==> src/rtl/npc_ifu_prefetch.sv <==
`default_nettype none
// ============================================================================
// Module      : npc_ifu_prefetch
// Description : Decoupled instruction prefetcher with credit-limited
//               in-order fetch, PC-tagged FIFO and redirect flush.
// Revision    : 1.0 - initial release
// ============================================================================
module npc_ifu_prefetch #(
  parameter int          XLEN     = 64,
  parameter int          DEPTH    = 4,
  parameter logic [63:0] RESET_PC = 64'h8000_0000
) (
  input  logic            clk,
  input  logic            rst,
  input  logic            redirect_valid,
  input  logic [XLEN-1:0] redirect_pc,
  output logic            imem_req_valid,
  input  logic            imem_req_ready,
  output logic [XLEN-1:0] imem_req_addr,
  input  logic            imem_rsp_valid,
  input  logic [31:0]     imem_rsp_data,
  output logic            out_valid,
  input  logic            out_ready,
  output logic [31:0]     out_instr,
  output logic [XLEN-1:0] out_pc
);

  localparam int              CW         = $clog2(DEPTH + 1);
  localparam int              PW         = $clog2(DEPTH);
  localparam logic [XLEN-1:0] C_RESET_PC = RESET_PC[XLEN-1:0];
  localparam logic [XLEN-1:0] C_PC_STEP  = XLEN'(4);
  localparam logic [CW:0]     C_DEPTH    = (CW + 1)'(DEPTH);
  localparam logic [PW-1:0]   C_PTR_ONE  = PW'(1);
  localparam logic [CW-1:0]   C_CNT_ONE  = CW'(1);

  logic [XLEN-1:0] r_fetch_pc;
  logic [XLEN-1:0] r_fifo_pc    [DEPTH];
  logic [31:0]     r_fifo_instr [DEPTH];
  logic [XLEN-1:0] r_tag_pc     [DEPTH];
  logic [PW-1:0]   r_rd_ptr;
  logic [PW-1:0]   r_wr_ptr;
  logic [PW-1:0]   r_tag_rd;
  logic [PW-1:0]   r_tag_wr;
  logic [CW-1:0]   r_count;
  logic [CW-1:0]   r_outstanding;
  logic [CW-1:0]   r_drop_cnt;

  logic [CW:0]     w_credit_used;
  logic            w_req_fire;
  logic            w_rsp_keep;
  logic            w_pop;
  logic [CW-1:0]   w_out_after_rsp;
  logic            w_unused;

  assign w_unused = ^redirect_pc[1:0];

  always_comb begin
    w_credit_used   = {1'b0, r_count} + {1'b0, r_outstanding};
    imem_req_valid  = !rst && !redirect_valid && (w_credit_used < C_DEPTH);
    imem_req_addr   = rst ? C_RESET_PC : r_fetch_pc;
    out_valid       = !rst && (r_count != '0);
    out_instr       = r_fifo_instr[r_rd_ptr];
    out_pc          = r_fifo_pc[r_rd_ptr];
    w_req_fire      = imem_req_valid && imem_req_ready;
    w_rsp_keep      = imem_rsp_valid && (r_drop_cnt == '0);
    w_pop           = out_valid && out_ready;
    w_out_after_rsp = r_outstanding - CW'(imem_rsp_valid);
  end

  // Control state; a redirect makes every in-flight request stale.
  always_ff @(posedge clk) begin
    if (rst) begin
      r_fetch_pc    <= C_RESET_PC;
      r_rd_ptr      <= '0;
      r_wr_ptr      <= '0;
      r_tag_rd      <= '0;
      r_tag_wr      <= '0;
      r_count       <= '0;
      r_outstanding <= '0;
      r_drop_cnt    <= '0;
    end else if (redirect_valid) begin
      r_fetch_pc    <= {redirect_pc[XLEN-1:2], 2'b00};
      r_rd_ptr      <= '0;
      r_wr_ptr      <= '0;
      r_count       <= '0;
      r_outstanding <= w_out_after_rsp;
      r_drop_cnt    <= w_out_after_rsp;
      if (imem_rsp_valid) begin
        r_tag_rd <= r_tag_rd + C_PTR_ONE;
      end
    end else begin
      if (w_req_fire) begin
        r_fetch_pc <= r_fetch_pc + C_PC_STEP;
        r_tag_wr   <= r_tag_wr + C_PTR_ONE;
      end
      r_outstanding <= w_out_after_rsp + CW'(w_req_fire);
      if (imem_rsp_valid) begin
        r_tag_rd <= r_tag_rd + C_PTR_ONE;
      end
      if (imem_rsp_valid && (r_drop_cnt != '0)) begin
        r_drop_cnt <= r_drop_cnt - C_CNT_ONE;
      end
      if (w_rsp_keep) begin
        r_wr_ptr <= r_wr_ptr + C_PTR_ONE;
      end
      if (w_pop) begin
        r_rd_ptr <= r_rd_ptr + C_PTR_ONE;
      end
      r_count <= r_count + CW'(w_rsp_keep) - CW'(w_pop);
    end
  end

  // Storage arrays carry no reset; validity is tracked by the pointers.
  always_ff @(posedge clk) begin
    if (w_req_fire) begin
      r_tag_pc[r_tag_wr] <= r_fetch_pc;
    end
    if (!rst && !redirect_valid && w_rsp_keep) begin
      r_fifo_pc[r_wr_ptr]    <= r_tag_pc[r_tag_rd];
      r_fifo_instr[r_wr_ptr] <= imem_rsp_data;
    end
  end

endmodule
`default_nettype wire
==> config.mk <==
export PLATFORM = sky130hd
export DESIGN_NAME = npc_ifu_prefetch
export DESIGN_NICKNAME = d
export VERILOG_FILES = /design/src/rtl/npc_ifu_prefetch.sv
export SDC_FILE = /design/constraint.sdc
export NUM_CORES = 1
export LEC_CHECK = 0
export ABC_CLOCK_PERIOD_IN_PS = 6100
export CAP_MARGIN = 15
export CELL_PAD_IN_SITES_DETAIL_PLACEMENT = 0
export CELL_PAD_IN_SITES_GLOBAL_PLACEMENT = 1
export CORE_AREA = 2 2 225 283
export DETAILED_ROUTE_END_ITERATION = 10
export DIE_AREA = 0 0 227 285
export HOLD_SLACK_MARGIN = 0.03
export PLACE_DENSITY = 0.76
export SKIP_CTS_REPAIR_TIMING = 1
export SLEW_MARGIN = 20
export SYNTH_ARGS = -nofsm -noshare
export SYNTH_HDL_FRONTEND = slang
export SYNTH_SLANG_ARGS = --single-unit
export TNS_END_PERCENT = 100
==> constraint.sdc <==
create_clock -name clk -period 6.1 [get_ports clk]
set_input_delay 1.525 -clock clk [delete_from_list [all_inputs] [get_ports clk]]
set_output_delay 1.525 -clock clk [all_outputs]
set_load 0.03 [all_outputs]
==> results of run 1 <==
==> metrics by stage <==
| stage | area, um2 | hold WS [ns] | utilization | instances |
|---|---|---|---|---|
| floorplan | 27700 | 0.4548 | - | 1526 |
| global placement | 31280 | 0.4779 | 0.5015 | 2567 |
| detailed placement | 31280 | 0.4984 | 0.5015 | 2567 |
| CTS | 33500 | 0.5061 | 0.5371 | 2693 |
| global route | 33520 | 0.5328 | 0.5374 | 2694 |
| finish | 33520 | 0.5121 | 0.5375 | 2695 |
==> cells by family after synthesis <==
logic type               count (synthesis)
multiplexers                           163
AND/OR/NAND/NOR                        353
flip-flops                             707
adder cells (fa/ha/maj)                 20
other                                    1
XOR/XNOR                                33
AO/OA/AOI/OAI                          133
buffers and inverters                  113
==> worst max path at each step <==
stage	startpoint	end	slack, ns	cells past startpoint
after floorplan	redirect_valid	r_fifo_instr[0][0]$_DFFE_PP_	1.16	5
after global placement	rst	imem_req_addr[31]	1.32	4
after detailed placement	rst	imem_req_addr[31]	1.32	4
after CTS	flip-flop	out_pc[19]	1.20	3
after global routing	flip-flop	out_pc[49]	1.13	3
final	rst	imem_req_addr[31]	1.33	4
==> power groups by stage <==
stage / registers [W] / logic (W) / clock network, W
finish: 0.00551 / 0.000687 / 0.00418
floorplan: 0.00555 / 0.000434 / 0
global route: 0.00552 / 0.000742 / 0.00445
global placement: 0.00560 / 0.000679 / 0
detailed placement: 0.00561 / 0.000695 / 0
CTS: 0.00551 / 0.000698 / 0.00427
==> placed cells by master, fill, tap and decap left out, types with 10 or more instances in the layout <==
master,n
nor3_1,18
mux4_2,156
edfxtp_1,624
nand3_1,29
a211oi_1,15
clkinv_1,15
inv_1,24
xor2_1,15
clkdlybuf4s50_1,255
xnor2_1,18
a21oi_1,38
and4_1,12
clkbuf_1,14
ha_1,19
clkinv_2,10
o21ai_0,30
dfxtp_1,79
clkbuf_16,72
and3_1,17
nor2b_1,55
nand2_1,74
nor2_1,80
nand4_1,25
buf_4,28
a31oi_1,17
==> flip-flops by register name, indices dropped and copies added (netlist names), named ones only <==
name,cells
r_count,3
r_drop_cnt,3
r_fetch_pc,62
r_fifo_instr,128
r_fifo_pc,248
r_outstanding,3
r_rd_ptr,2
r_tag_pc,248
r_tag_rd,2
r_tag_wr,2
r_wr_ptr,2
==> tightest hold or removal path, stage by stage (launching register included) <==
cell and delay, ns:
dfxtp_1 0.34, nand2_1 0.07, a21oi_1 0.06
==> routing by layer <==
layer,up-vias,global-route usage
li1,6624,-
met1,7710,0.2638
met2,462,0.3402
met3,97,0.03977
met4,10,0.06961
met5,-,0
==> layout make-up <==
| class | instances | area [um2] |
|---|---|---|
| Clock inverter | 37 | 326.6 |
| Antenna cell | 1 | 2.502 |
| Timing Repair Buffer | 290 | 2888 |
| Sequential cell | 707 | 20410 |
| Fill cell | 4939 | 28850 |
| Multi-Input combinational cell | 706 | 6854 |
| Tap cell | 840 | 1051 |
| Inverter | 25 | 93.84 |
| Clock buffer | 89 | 1896 |
==> impl_metrics.tcl, run 1 <==
set metrics [dict create \
    rr_worst_depth 8 \
    yosysTopAreaCellShare 0.6767 \
    whs_path_depth 2 \
    area_growth_pct 21.06 \
    clkPwrFrac 0.403 \
    critPathSlowestCell "clkdlybuf4s50_1" \
    drtPass1Iterations 5 \
    slew_headroom 0.3063 \
    worstReg2RegStart "r_count[2]$_SDFF_PP0_" \
    grt_max_degree 76 \
    cts_sinks 707 \
    power.leakage_nw 10.65 \
    setup_viol 0 \
    fmaxAchievable_mhz 209.8 \
    start_kind "input pin" \
    period_share 0.7816 \
    synthTopCellsByArea "edfxtp_1 68%, mux4_2 13%, dfxtp_1 6.0%" \
    finClkSkew_ns 0.01915 \
    cpMostUsedCell "buf_4" \
    switching_share 0.2168 \
    grt_pass1_wl_mm 96.54 \
    status "finished clean" \
    yosys.area_share.adder 0.009308 \
    fin_crit_ns 4.768 \
    endpoint_kind "output port" \
    hpwl_mm 40.80 \
    syn_area_per_cell_um2 18.18 \
    dieArea_um2 64700 \
    synthXorXnorAreaFrac 0.01044 \
    highest_layer "met5" \
    ios 264 \
    irDropWorstVdd_mv 0.2184 \
    yosys-mux-area-fraction 0.1295 \
    place_ws_ns 1.319 \
    cp_max_fo 47 \
    synth_cells 1523 \
    yosysSeqAreaShare 0.7367 \
    synth_top_family_by_area "multiplexers" \
    fp.dieW_um 227 \
    grt_util_all_layers 0.2024 \
    vias_per_cell 5.530 \
    synthesis.area_um2 27690 \
    cp.buffers_inverters 3 \
    antenna_found_initial 6 \
    m1WireLength_mm 26.69 \
    crit_arrival_ns 3.24 \
    max_stage_delay_ns 0.66 \
    p_int_w 0.008121 \
    synth.most_common_cell "edfxtp_1" \
    layout-drive-gt1-share 0.1704 \
    fp-row-count 103 \
    min_to "r_tag_wr[1]$_SDFFE_PP0P_" \
    crit_chain "buf_4, buf_4, or2_2, clkdlybuf4s50_1" \
    p_sw_w 0.002248 \
    synthSimpleGateAreaFrac 0.06714 \
    core-area_um2 62370 \
    clk_pin_slew_ns 0.06 \
    synth_warnings 0 \
    grt_pass1_vias 15400 \
    totalWireLength_mm 64.52 \
    cts_buffer_depth 3 \
    synthFlopType "edfxtp_1" \
    grt_remaining_overflow 0 \
    pwr-share-comb 0.066 \
    hold_class "flip-flop to flip-flop" \
    wl_per_cell_um 23.94 \
    initial_utilization 0.4440 \
    cts-root-buf "clkbuf_16" \
    rsz0062_at_grt "false" \
    path_class "input pin to output port" \
    synth_commonest_cells "624 x edfxtp_1, 156 x mux4_2, 83 x dfxtp_1" \
    rrSetupSlack_ns 3.25 \
    synth_edf_count 624 \
    maxCapViolCount 0 \
    required_ns 4.58 \
    die_y_um 285 \
    cp_top_family "buffers and inverters" \
    total_power_w 0.01037 \
    gp_congestion 0.8071 \
    hp-start "r_tag_wr[1]$_SDFFE_PP0P_" \
    tightestPinTransition_ns 1.041 \
    nNetsFinal 1923 \
    port_buffers 257 \
    final_hold_viol_count 0 \
    synth.largest_area_cell "edfxtp_1" \
    r2r-end "r_fetch_pc[51]$_SDFFE_PP0P_" \
    wl_met2_mm 32.32 \
    routed-via-count 14900 \
    synth.distinct_cells 52 \
    cts_inserted_buffers 71 \
    powerDensity_nw_per_um2 309.3 \
    route.detailed.drc 0 \
    seq_power_share 0.531 \
    synth_compound_area_frac 0.03005 \
    setup_ws_ns 1.332 \
    ys_seq_elements 707 \
    cts_tree "yes" \
    htree_levels 3 \
    wl_met3_mm 3.926 \
    tns_ns 0 \
    clock_latency_ns 0.60 \
    drt_iter0_markers 1071 \
    async_flop_share 0 \
    postRouteAntennaNets 0 \
    maxSlewViolCount 0 \
]
Power figures use the tool's default switching activity.
==> run 2, diff against run 1 <==
- ABC_CLOCK_PERIOD_IN_PS: 6100 -> 4490
- clock period: 6.1 -> 4.49 ns (I/O delays scaled with it)
==> impl_metrics.tcl, run 2 (synthesis gave the netlist of run 1 again) <==
set metrics [dict create \
    whs_path_depth 0 \
    area_growth_pct 22.04 \
    power.leakage_nw 10.76 \
    clk_pin_slew_ns 0.06 \
    core-area_um2 62370 \
    regArea_um2 20410 \
    tightestPinTransition_ns 0.9014 \
    endpoint_kind "output port" \
    start_kind "flip-flop" \
    critPathSlowestCell "dfxtp_4" \
    hpwl_mm 42.29 \
    cts_tree "yes" \
    fin_crit_ns 3.977 \
    rsz0062_at_grt "false" \
    rr_worst_depth 6 \
    wl_per_cell_um 23.76 \
    crit_arrival_ns 2.85 \
    htree_levels 3 \
    port_buffers 257 \
    cp_max_fo 44 \
    maxSlewViolCount 0 \
    period_share 0.8858 \
    postRouteAntennaNets 0 \
    cts-root-buf "clkbuf_16" \
    status "finished clean" \
    die_y_um 285 \
    ios 264 \
    fp.dieW_um 227 \
    cpMostUsedCell "buf_12" \
    required_ns 3.37 \
    grt_pass1_wl_mm 96.53 \
    route.detailed.drc 0 \
    grt_util_all_layers 0.2019 \
    grt_remaining_overflow 0 \
    slew_headroom 0.3968 \
    layout-drive-gt1-share 0.1769 \
    hold_class "flip-flop to flip-flop" \
    final_common_cell "edfxtp_1" \
    fillers 4981 \
    routed-via-count 14870 \
    cts_buffer_depth 3 \
    initial_utilization 0.4440 \
    maxCapViolCount 0 \
    max_stage_delay_ns 0.68 \
    nNetsFinal 1930 \
    tns_ns 0 \
    cts_inserted_buffers 70 \
    clock_latency_ns 0.61 \
    vias_per_cell 5.494 \
    drtPass1Iterations 5 \
    final_cell_mix "624 x edfxtp_1, 255 x clkdlybuf4s50_1, 156 x mux4_2" \
    antenna_found_initial 5 \
    dieArea_um2 64700 \
    total_power_w 0.01413 \
    finClkSkew_ns 0.02636 \
    drt_iter0_markers 1237 \
    cts_sinks 707 \
    largestRegisters "r_fifo_pc: 248 flops, r_tag_pc: 248 flops, r_fifo_instr: 128 flops" \
    multi_input_area_um2 6854 \
    grt_pass1_vias 15350 \
    crit_chain "buf_12, buf_12, mux4_2, clkdlybuf4s50_1" \
    powerDensity_nw_per_um2 418.0 \
    final_hold_viol_count 0 \
    fmaxAchievable_mhz 251.4 \
    fp-row-count 103 \
    path_class "flip-flop to output port" \
    totalWireLength_mm 64.32 \
    setup_viol 0 \
    grt_max_degree 61 \
    irDropWorstVdd_mv 0.2142 \
    gp_congestion 0.8245 \
]
-- run 2: cell count changes in the layout (fill, tap and decap cells not counted) --
cell and change:
inv_1 +1, clkinvlp_4 +1, buf_12 +14, bufinv_16 -1, buf_4 -6, diode_2 +1, clkinv_1 -6, clkinv_2 +5
clkbuf_16 +2, inv_6 -2, clkbuf_1 +2, clkinv_4 +1
-- run 2: metal layers --
metal	GRT usage	share of wire	vias to the layer above	routed length, um
li1	-	-	6647	-
met1	0.2594	0.40	7640	25690
met2	0.3455	0.51	483	32960
met3	0.03565	0.062	93	3958
met4	0.07124	0.026	8	1673
met5	0	0.00062	-	40
-- run 2: report_power, final --
part | total, W | internal (W) | switching (W)
Clock | 0.00570 | 0.00331 | 0.00239
Sequential | 0.00749 | 0.00733 | 0.000162
Combinational | 0.000935 | 0.000425 | 0.000510
Total | 0.0141 | 0.0111 | 0.00306
-- run 2: final timing paths --
path,startpoint,to,slack [ns]
worst max-delay path,flip-flop,out_instr[4],0.51
worst min-delay path,r_fetch_pc[62]$_SDFFE_PP0P_,r_tag_pc[0][62]$_DFFE_PP_,0.51
worst max register to register,r_fetch_pc[28]$_SDFFE_PP0P_,r_fetch_pc[55]$_SDFFE_PP0P_,1.67
worst min register to register,r_fetch_pc[62]$_SDFFE_PP0P_,r_tag_pc[0][62]$_DFFE_PP_,0.51
-- run 2: cell type report --
| class | count | share of cell area |
|---|---|---|
| diodes | 2 | 0.0001481 |
| clock buffers | 93 | 0.05780 |
| clock inverters | 36 | 0.008923 |
| inverters | 25 | 0.002777 |
| multi-input cells | 706 | 0.2028 |
| flip-flops and latches | 707 | 0.6040 |
| well taps | 840 | 0.03110 |
| repair buffers | 298 | 0.09241 |
-- run 2: metrics by stage --
step                  util  instances  worst slack, ns  area, um2  hold slack (ns)
finish              0.5418       2707           0.5127      33790           0.5073
global route        0.5417       2706           0.3905      33790           0.5310
floorplan                -       1526           0.2356      27710           0.4548
global placement    0.5056       2576           0.6293      31530           0.4750
CTS                 0.5417       2705           0.4083      33790           0.5091
detailed placement  0.5056       2576           0.6303      31530           0.4958
-- run 2: critical path, delay by kind of cell, from the launching register on --
family	cells	cell delay, ns
buf+inv	3	1.16
mux	1	0.32
flops	1	0.68
